<file path="config.mk">
export PLATFORM = sky130hd
export DESIGN_NAME = line_clear_ctrl
export DESIGN_NICKNAME = d
export VERILOG_FILES = /design/src/rtl/tetris_pkg.sv /design/src/rtl/line_clear_ctrl_row_scanner.sv /design/src/rtl/line_clear_ctrl.sv
export SDC_FILE = /design/constraint.sdc
export NUM_CORES = 1
export LEC_CHECK = 0
export ABC_AREA = 1
export CAP_MARGIN = 15
export CORE_AREA = 2 2 95 69
export CTS_BUF_LIST = sky130_fd_sc_hd__clkbuf_8
export CTS_CLUSTER_DIAMETER = 100
export CTS_CLUSTER_SIZE = 40
export DETAILED_ROUTE_END_ITERATION = 6
export DIE_AREA = 0 0 97 71
export GPL_TIMING_DRIVEN = 0
export PLACE_DENSITY = 0.64
export SYNTH_ARGS = -nofsm -noshare
export SYNTH_HDL_FRONTEND = slang
export SYNTH_HIERARCHICAL = 1
export SYNTH_SLANG_ARGS = --single-unit
</file>
<file path="constraint.sdc">
create_clock -name CLOCK_50 -period 6.2 [get_ports CLOCK_50]
set_input_delay 1.55 -clock CLOCK_50 [delete_from_list [all_inputs] [get_ports CLOCK_50]]
set_output_delay 1.55 -clock CLOCK_50 [all_outputs]
set_load 0.05 [all_outputs]
</file>
<file path="src/rtl/tetris_pkg.sv">
// Board geometry, coordinate widths and line-clear FSM encoding shared by
// gamelogic, the VGA painter and line_clear_ctrl.
package tetris_pkg;

  localparam int COLS = 10;
  localparam int ROWS = 20;
  localparam int X_W  = 4;
  localparam int Y_W  = 5;

  localparam logic [2:0] ST_IDLE_ENC    = 3'd0;
  localparam logic [2:0] ST_SCAN_ENC    = 3'd1;
  localparam logic [2:0] ST_FLASH_ENC   = 3'd2;
  localparam logic [2:0] ST_SHIFT_ENC   = 3'd3;
  localparam logic [2:0] ST_TOPFILL_ENC = 3'd4;
  localparam logic [2:0] ST_DONE_ENC    = 3'd5;

  typedef enum logic [2:0] {
    ST_IDLE    = ST_IDLE_ENC,
    ST_SCAN    = ST_SCAN_ENC,
    ST_FLASH   = ST_FLASH_ENC,
    ST_SHIFT   = ST_SHIFT_ENC,
    ST_TOPFILL = ST_TOPFILL_ENC,
    ST_DONE    = ST_DONE_ENC
  } lc_state_e;

endpackage

</file>
<file path="src/rtl/line_clear_ctrl_row_scanner.sv">
// row_scanner: walks columns 0..COLS-1 of one row while run_i is high, sums
// the occupancy returned one cycle later, and in the 11th (drain) cycle
// reports full/empty with a valid pulse. Wraps automatically so the parent
// can scan consecutive rows back to back.
import tetris_pkg::*;

module row_scanner (
  input  logic           CLOCK_50,
  input  logic           resetn,
  input  logic           run_i,
  input  logic           rdata_i,
  output logic [X_W-1:0] col_o,
  output logic           rd_en_o,
  output logic           valid_o,
  output logic           full_o,
  output logic           empty_o
);

  localparam logic [X_W-1:0] X_DRAIN = X_W'(COLS);

  logic [X_W-1:0] col_q, col_d;
  logic [3:0]     cnt_q, cnt_d;
  logic [3:0]     sum;

  // Column sequencing and late occupancy accumulation.
  always_comb begin
    sum     = cnt_q + {3'b000, rdata_i};
    col_o   = col_q;
    rd_en_o = run_i && (col_q < X_DRAIN);
    valid_o = run_i && (col_q == X_DRAIN);
    full_o  = valid_o && (sum == 4'(COLS));
    empty_o = valid_o && (sum == 4'd0);
    col_d   = '0;
    cnt_d   = '0;
    if (run_i && (col_q != X_DRAIN)) begin
      col_d = col_q + 4'd1;
      cnt_d = (col_q != '0) ? sum : cnt_q;
    end
  end

  // Counter registers; cleared whenever the parent is not scanning.
  always_ff @(posedge CLOCK_50) begin
    if (!resetn) begin
      col_q <= '0;
      cnt_q <= '0;
    end else begin
      col_q <= col_d;
      cnt_q <= cnt_d;
    end
  end

endmodule

</file>
<file path="src/rtl/line_clear_ctrl.sv">
// line_clear_ctrl: after a piece locks, scans the board bottom-up for full
// rows, collapses each one, and reports rows cleared plus a saturating total.
// Optional build macro LINE_CLEAR_FLASH_EN adds a visible dwell per cleared row.
//
// state   | meaning
// IDLE    | waiting for start
// SCAN    | reading row r, 10 reads + 1 drain cycle
// FLASH   | dwell on full row r (LINE_CLEAR_FLASH_EN only)
// SHIFT   | copy row y-1 into row y, for y = r down to 1
// TOPFILL | write zeros into row 0
// DONE    | one-cycle completion pulse
import tetris_pkg::*;

module line_clear_ctrl #(
  parameter int unsigned FLASH_CYCLES = 32'd12500000
) (
  input  logic           CLOCK_50,
  input  logic           resetn,
  input  logic           start,
  output logic           busy,
  output logic           done,
  output logic [4:0]     lines_cleared,
  output logic [7:0]     total_lines,
  output logic [X_W-1:0] mem_rx,
  output logic [Y_W-1:0] mem_ry,
  input  logic           mem_rdata,
  output logic           mem_we,
  output logic [X_W-1:0] mem_wx,
  output logic [Y_W-1:0] mem_wy,
  output logic           mem_wdata,
  output logic [Y_W-1:0] flash_row,
  output logic           flash_active
);

  localparam logic [X_W-1:0] X_LAST  = X_W'(COLS - 1);
  localparam logic [X_W-1:0] X_DRAIN = X_W'(COLS);
  localparam logic [Y_W-1:0] Y_LAST  = Y_W'(ROWS - 1);

  lc_state_e      state_q, state_d;
  logic [Y_W-1:0] r_q, r_d, y_q, y_d;
  logic [X_W-1:0] k_q, k_d;
  logic [4:0]     lines_q, lines_d;
  logic [7:0]     total_q, total_d;

  logic [X_W-1:0] scan_col;
  logic           scan_rd, scan_valid, scan_full, scan_empty;

`ifdef LINE_CLEAR_FLASH_EN
  localparam int FL_W = (FLASH_CYCLES > 1) ? $clog2(FLASH_CYCLES) : 1;
  logic [FL_W-1:0] fl_q, fl_d;
`endif

  row_scanner u_scan (
    .CLOCK_50 (CLOCK_50),
    .resetn   (resetn),
    .run_i    (state_q == ST_SCAN),
    .rdata_i  (mem_rdata),
    .col_o    (scan_col),
    .rd_en_o  (scan_rd),
    .valid_o  (scan_valid),
    .full_o   (scan_full),
    .empty_o  (scan_empty)
  );

  // Next-state, counters and memory port drive.
  always_comb begin
    state_d   = state_q;
    r_d       = r_q;
    y_d       = y_q;
    k_d       = k_q;
    lines_d   = lines_q;
    total_d   = total_q;
`ifdef LINE_CLEAR_FLASH_EN
    fl_d      = fl_q;
`endif
    busy      = 1'b0;
    done      = 1'b0;
    mem_rx    = '0;
    mem_ry    = '0;
    mem_we    = 1'b0;
    mem_wx    = '0;
    mem_wy    = '0;
    mem_wdata = 1'b0;
    case (state_q)
      ST_IDLE: begin
        if (start) begin
          r_d     = Y_LAST;
          lines_d = '0;
          state_d = ST_SCAN;
        end
      end
      ST_SCAN: begin
        busy = 1'b1;
        if (scan_rd) begin
          mem_rx = scan_col;
          mem_ry = r_q;
        end
        if (scan_valid) begin
          if (scan_full) begin
            lines_d = lines_q + 5'd1;
            total_d = (total_q == 8'hFF) ? total_q : total_q + 8'd1;
            y_d     = r_q;
            k_d     = '0;
`ifdef LINE_CLEAR_FLASH_EN
            fl_d    = FL_W'(FLASH_CYCLES - 1);
            state_d = ST_FLASH;
`else
            state_d = (r_q != '0) ? ST_SHIFT : ST_TOPFILL;
`endif
          end else if (scan_empty || (r_q == '0)) begin
            state_d = ST_DONE;
          end else begin
            r_d = r_q - 5'd1;
          end
        end
      end
`ifdef LINE_CLEAR_FLASH_EN
      ST_FLASH: begin
        busy = 1'b1;
        if (fl_q == '0) begin
          state_d = (r_q != '0) ? ST_SHIFT : ST_TOPFILL;
        end else begin
          fl_d = fl_q - 1'b1;
        end
      end
`endif
      ST_SHIFT: begin
        busy = 1'b1;
        if (k_q != X_DRAIN) begin
          mem_rx = k_q;
          mem_ry = y_q - 5'd1;
        end
        // Data read in the previous cycle lands one row lower.
        if (k_q != '0) begin
          mem_we    = 1'b1;
          mem_wx    = k_q - 4'd1;
          mem_wy    = y_q;
          mem_wdata = mem_rdata;
        end
        if (k_q == X_DRAIN) begin
          k_d = '0;
          if (y_q == 5'd1) begin
            state_d = ST_TOPFILL;
          end else begin
            y_d = y_q - 5'd1;
          end
        end else begin
          k_d = k_q + 4'd1;
        end
      end
      ST_TOPFILL: begin
        busy   = 1'b1;
        mem_we = 1'b1;
        mem_wx = k_q;
        if (k_q == X_LAST) begin
          k_d     = '0;
          state_d = (r_q == '0) ? ST_DONE : ST_SCAN;
        end else begin
          k_d = k_q + 4'd1;
        end
      end
      ST_DONE: begin
        done    = 1'b1;
        state_d = ST_IDLE;
      end
      default: state_d = ST_IDLE;
    endcase
  end

  // State and datapath registers with synchronous active-low reset.
  always_ff @(posedge CLOCK_50) begin
    if (!resetn) begin
      state_q <= ST_IDLE;
      r_q     <= '0;
      y_q     <= '0;
      k_q     <= '0;
      lines_q <= '0;
      total_q <= '0;
`ifdef LINE_CLEAR_FLASH_EN
      fl_q    <= '0;
`endif
    end else begin
      state_q <= state_d;
      r_q     <= r_d;
      y_q     <= y_d;
      k_q     <= k_d;
      lines_q <= lines_d;
      total_q <= total_d;
`ifdef LINE_CLEAR_FLASH_EN
      fl_q    <= fl_d;
`endif
    end
  end

  assign lines_cleared = lines_q;
  assign total_lines   = total_q;

`ifdef LINE_CLEAR_FLASH_EN
  assign flash_active = (state_q == ST_FLASH);
  assign flash_row    = flash_active ? r_q : '0;
`else
  assign flash_active = 1'b0;
  assign flash_row    = '0;
`endif

endmodule
</file>
* After elaboration in Yosys (flattened, before gate mapping)
Index checks and enable logic that the tools add are counted.
Storage, ports and cells: output and inout bits 41, word-level logic and storage cells 108, bits in registers 38, bits of input ports 4
Cells by class: bitwise gates (word level) 1, reductions and logical operators 23, eq/ne operators 22, magnitude comparators 1, mux-type cells 45, add/sub/neg operators 8
Operator list (count):
- 2-to-1 mux 5 bit | 15
- one-hot mux 5 bit (2 select lines) | 4
- 2-to-1 mux 4 bit | 7
- 2-to-1 mux 3 bit | 9
- inequality test 2 bit, second input constant | 9
- == test 4 bit, second input constant | 4
- one-hot mux 4 bit (2 select lines) | 2
- one-hot mux 3 bit (4 select lines) | 1
- one-hot mux 4 bit (3 select lines) | 1
- AND reduction 5 bit | 2
- subtractor 5 x 1 -> 5 bit, second input constant | 2
- adder 4 x 1 -> 4 bit, second input constant | 2
- adder 8 x 1 -> 8 bit, second input constant | 1
- == test 8 bit, second input constant | 1
- inequality test 4 bit, second input constant | 2
- AND reduction 4 bit | 2
- nonzero test 4 bit | 2
- == test 3 bit, second input constant | 2
- AND reduction 6 bit | 1
- adder 5 x 1 -> 5 bit, second input constant | 1
- == test 5 x 1 -> 1 bit, second input constant | 1
- logical AND 1 bit | 5
- logical NOT 5 bit | 1
- 2-to-1 mux 1 bit | 5
- 17 further kinds | 18

* Depth between registers and ports, before layout
depth in word-level cells 8, mapped depth 16, gate-level depth less buffers 16

* Modules after synthesis
Netlist, hierarchy kept.
Modules (own cells, without submodules):
- line_clear_ctrl | cells an instance 346, seq. area each 600.6 um2, area each 2133.3 um2, instances 1
- row_scanner | cells an instance 66, seq. area each 160.2 um2, area each 486.7 um2, instances 1

* Least setup slack after synthesis
OpenSTA, ideal clock, no wires.
path type register to output, start register state_q[2], end output mem_ry[2], path buffers 1, required time 4650 ps, cell stages (with the launch flop) 9, arrival 2442 ps, setup slack 2208 ps, path through dfxtp_1 > inv_2 > nand2_2 > nor2_4 > buf_4 > inv_1 > a21oi_1 > nand2_1 > o21ai_0
On the way: longest elaborated chain between the ends 4, elaborated cells between the ends (all ways) 5, those cells by class eq/ne (2); mux (2); reduce/logical (1)
Ends and longest elaborated chain:
- from (decl) | RTL line line_clear_ctrl.sv:39 | lc_state_e state_q, state_d;
- from (signal assigned) | RTL line line_clear_ctrl.sv:183 | state_q <= state_d;
- == test 3 x 1 -> 1 bit | RTL line line_clear_ctrl.sv:56 | .run_i (state_q == ST_SCAN),
- logical AND 1 bit | RTL line line_clear_ctrl_row_scanner.sv:29 | rd_en_o = run_i && (col_q < X_DRAIN);
- via scan_rd | RTL line line_clear_ctrl.sv:46 | logic scan_rd, scan_valid, scan_full, scan_empty;
- 2-to-1 mux 5 bit | RTL line line_clear_ctrl.sv:94 | if (scan_rd) begin
- one-hot mux 5 bit (2 select lines) | RTL line line_clear_ctrl.sv:84 | case (state_q)
- to (decl) | RTL line line_clear_ctrl.sv:25 | output logic [Y_W-1:0] mem_ry,
The timed path passes the listed nets, and every way through them passes these cells.

* Worst setup path after layout
start register state_q[0], end output mem_ry[4]
Same word-level chain as after synthesis.

==> flow_metrics.env <==
export IMPL_status="finished, final reports clean"
export IMPL_drtIter0Drc=113
export IMPL_area_growth_pct=22.6
export IMPL_fin_skew_ns=0.00465
export IMPL_fp_dieH_um=71
export IMPL_syn_inst=412
export IMPL_die_w_um=97
export IMPL_grt_max_degree=13
export IMPL_clock_path_buffers=2
export IMPL_worstPathMaxFanout=11
export IMPL_place_area_um2=3120
export IMPL_synth_edf_count=0
export IMPL_layout_worst_path_cycle_share_pct=73.9
export IMPL_yosys_warnings=6
export IMPL_io_buffers=38
export IMPL_gp_congestion=0.876
export IMPL_reg2reg_slack_ns=3.63
export IMPL_path_cells="nand2_2 > nor2_4 > buf_4 > inv_1 > a21oi_1 > nand2_1 > o21ai_0 > clkdlybuf4s50_1"
export IMPL_max_slew_worst_pin_slew_ns=0.610
export IMPL_relSlewSlack_pct=59.4
export IMPL_drc_errors=0
export IMPL_cts_buffers=5
export IMPL_clock_latency_ns=0.29
export IMPL_grt_pass1_wl_mm=11.2
export IMPL_vias=2582
export IMPL_cp_depth=8
export IMPL_whs_endpoint="u_scan/cnt_q[0]$_SDFFE_PN0P_"
export IMPL_hold_path_depth=2
export IMPL_cp_top_family="buffers and inverters"
export IMPL_r2r_start="state_q[0]$_SDFFE_PN0P_"
export IMPL_clkSinkCount=38
export IMPL_synth_async_sr_flop_share_pct=0
export IMPL_syn_area_um2=2620
export IMPL_ios=45
export IMPL_cap_violations=0
export IMPL_dp_hpwl_mm=4.86
export IMPL_rsz0062_at_grt="no"
export IMPL_grtUsageTotal_pct=19.5
export IMPL_die_area_um2=6890
export IMPL_postCtsSetupBuffers=0
export IMPL_initial_utilization_pct=43.4
export IMPL_final_nets=476
export IMPL_ys_flop_type="dfxtp_1"
export IMPL_slowest_delay_ns=0.83
export IMPL_via_per_inst=4.77
export IMPL_finalSetupTns_ns=0
export IMPL_clkTransAtPathRegs_ns=0.08
export IMPL_drtAntennaViolNets=0
export IMPL_layout_drive_gt1_share_pct=11.9
export IMPL_rows=24
export IMPL_cp_start_kind="register"
export IMPL_cts_repair_resized=0
export IMPL_antennaDiodeCount=0
export IMPL_synth_avg_cell_area_um2=6.36
export IMPL_slew_viol_final=0
export IMPL_fin_crit_ns=4.58
export IMPL_crit_arrival_ns=3.03
export IMPL_ctsHtreeMaxLevel=2
export IMPL_leakage_nw=1.38
export IMPL_drt_pass1_iter_count=4
export IMPL_hold_viol=0
export IMPL_ys_ff_latch=38
export IMPL_wl_per_cell_um=11.8
export IMPL_cts_hold_buf=0
export IMPL_fmax_mhz=218
export IMPL_r2r_cells=14
export IMPL_end_kind="output port"
export IMPL_criticalPathCategory="register to output port"
export IMPL_cts_tree="done"
export IMPL_r2r_end="y_q[1]$_SDFFE_PN0P_"
export IMPL_finalWirelength_mm=6.36
export IMPL_core_area_um2=6040
export IMPL_cts_root_buffer="clkbuf_8"
export IMPL_slowest_stage="clkdlybuf4s50_1"
export IMPL_hp_start="u_scan/cnt_q[0]$_SDFFE_PN0P_"
export IMPL_finalSetupViolCount=0
export IMPL_grt_pass1_vias=2441
export IMPL_fin_area_um2=3210
export IMPL_yosysSeqAreaShare_pct=29.0
export IMPL_grt_ovfl_total=0
export IMPL_p_total_mw=1.19
export IMPL_required_ns=4.65
export IMPL_vdd_ir_drop_max_mv=0.132
export IMPL_min_path_type="register to register"
export IMPL_critical_path_buf_inv_count=3
export IMPL_yosysUniqueCellTypes=36
export IMPL_power_density_nw_per_um2=369
export IMPL_antenna_found_initial=0
-- flip-flops by register name (all words and copies together) (netlist names) --
name,count
u_scan/cnt_q,4
lines_cleared,5
y_q,5
k_q,4
r_q,5
state_q,3
total_lines,8
u_scan/col_o,4
-- Yosys cell counts (3+ instances only) --
master	count	area, µm²
nand2_1	102	383
nor2_1	68	255
inv_1	46	173
dfxtp_1	38	761
nand3_1	32	160
a21oi_1	23	115
o21ai_0	19	95.1
ha_1	10	125
buf_4	7	52.6
inv_2	7	26.3
nor2_2	7	43.8
xor2_1	6	52.6
nand2_2	5	31.3
nand4_1	5	31.3
nor2_4	5	56.3
xnor2_1	5	43.8
a21oi_2	4	35.0
buf_2	3	15.0
nand2_4	3	33.8
-- per-layer routing --
metal  part of all wire, %  routed length (µm)  vias to the layer above  track usage, %
met5                     0                   0                        -               0
met4                  0.60                  38                        0            5.01
met3                   4.5                 283                        5            3.95
met2                    42                2640                       47            30.6
met1                    53                3390                     1136            27.6
li1                      -                   -                     1394               -
-- power breakdown --
group	total, mW	switching (mW)	internal [mW]
sequential	0.341	0.0512	0.289
combinational	0.661	0.447	0.213
clock	0.185	0.0953	0.0895
total	1.19	0.594	0.592
-- per-stage QoR --
stage | hold slack [ns] | util [%] | setup slack [ns] | instances
2_1_floorplan | 0.442 | - | 2.21 | 417
3_3_place_gp | 0.452 | 51.6 | 1.68 | 533
3_5_place_dp | 0.463 | 51.6 | 1.67 | 533
4_1_cts | 0.474 | 53.2 | 1.60 | 541
5_1_grt | 0.514 | 53.2 | 1.32 | 541
6_report | 0.471 | 53.2 | 1.62 | 541
-- cells by family after synthesis --
family / share of synthesized area [%]
simple gates: 39.7
buf+inv: 11.2
compound gates: 11.5
flops: 29.0
xor+xnor: 3.68
fa+ha+maj: 4.78
other cells: 0.143
-- tightest hold or removal path, cell delays in order (launching register included) --
cell	delay, ns
dfxtp_1	0.32
nand2_1	0.06
a21oi_1	0.05
-- placed cells by master (no fill, tap or decap), types with 3 or more instances in the layout --
cell type / synthesis / layout
inv_1: 46 / 46
buf_4: 7 / 7
clkbuf_8: 0 / 6
nand2_4: 3 / 3
nand3_1: 32 / 32
a21oi_2: 4 / 4
nand4_1: 5 / 5
conb_1: 1 / 6
o21ai_0: 19 / 19
buf_2: 3 / 3
nor2_2: 7 / 7
ha_1: 10 / 10
nor2_4: 5 / 5
a21oi_1: 23 / 23
clkdlybuf4s50_1: 0 / 38
xor2_1: 6 / 6
inv_2: 7 / 7
dfxtp_1: 38 / 38
nand2_1: 102 / 102
nand2_2: 5 / 5
xnor2_1: 5 / 5
nor2_1: 68 / 68
-- final cells by class --
class / instances / area, µm²
plain buffers: 13 / 87.6
well taps: 78 / 97.6
flip-flops and latches: 38 / 761
repair buffers: 38 / 380
multi-input cells: 312 / 1590
clock buffers: 6 / 82.6
clock inverters: 2 / 12.5
fillers: 616 / 2820
inverters: 54 / 205
-- worst max-delay path by stage --
stage,slack (ns),start,end
6_report,1.62,state_q[0]$_SDFFE_PN0P_,mem_ry[4]
5_1_grt,1.32,state_q[0]$_SDFFE_PN0P_,mem_ry[4]
4_1_cts,1.60,state_q[0]$_SDFFE_PN0P_,mem_ry[4]
3_5_place_dp,1.67,mem_rdata,mem_wdata
3_3_place_gp,1.68,mem_rdata,mem_wdata
2_1_floorplan,2.21,state_q[2]$_SDFFE_PN0P_,mem_ry[2]
Note: power is estimated with default switching activity, not from simulation.
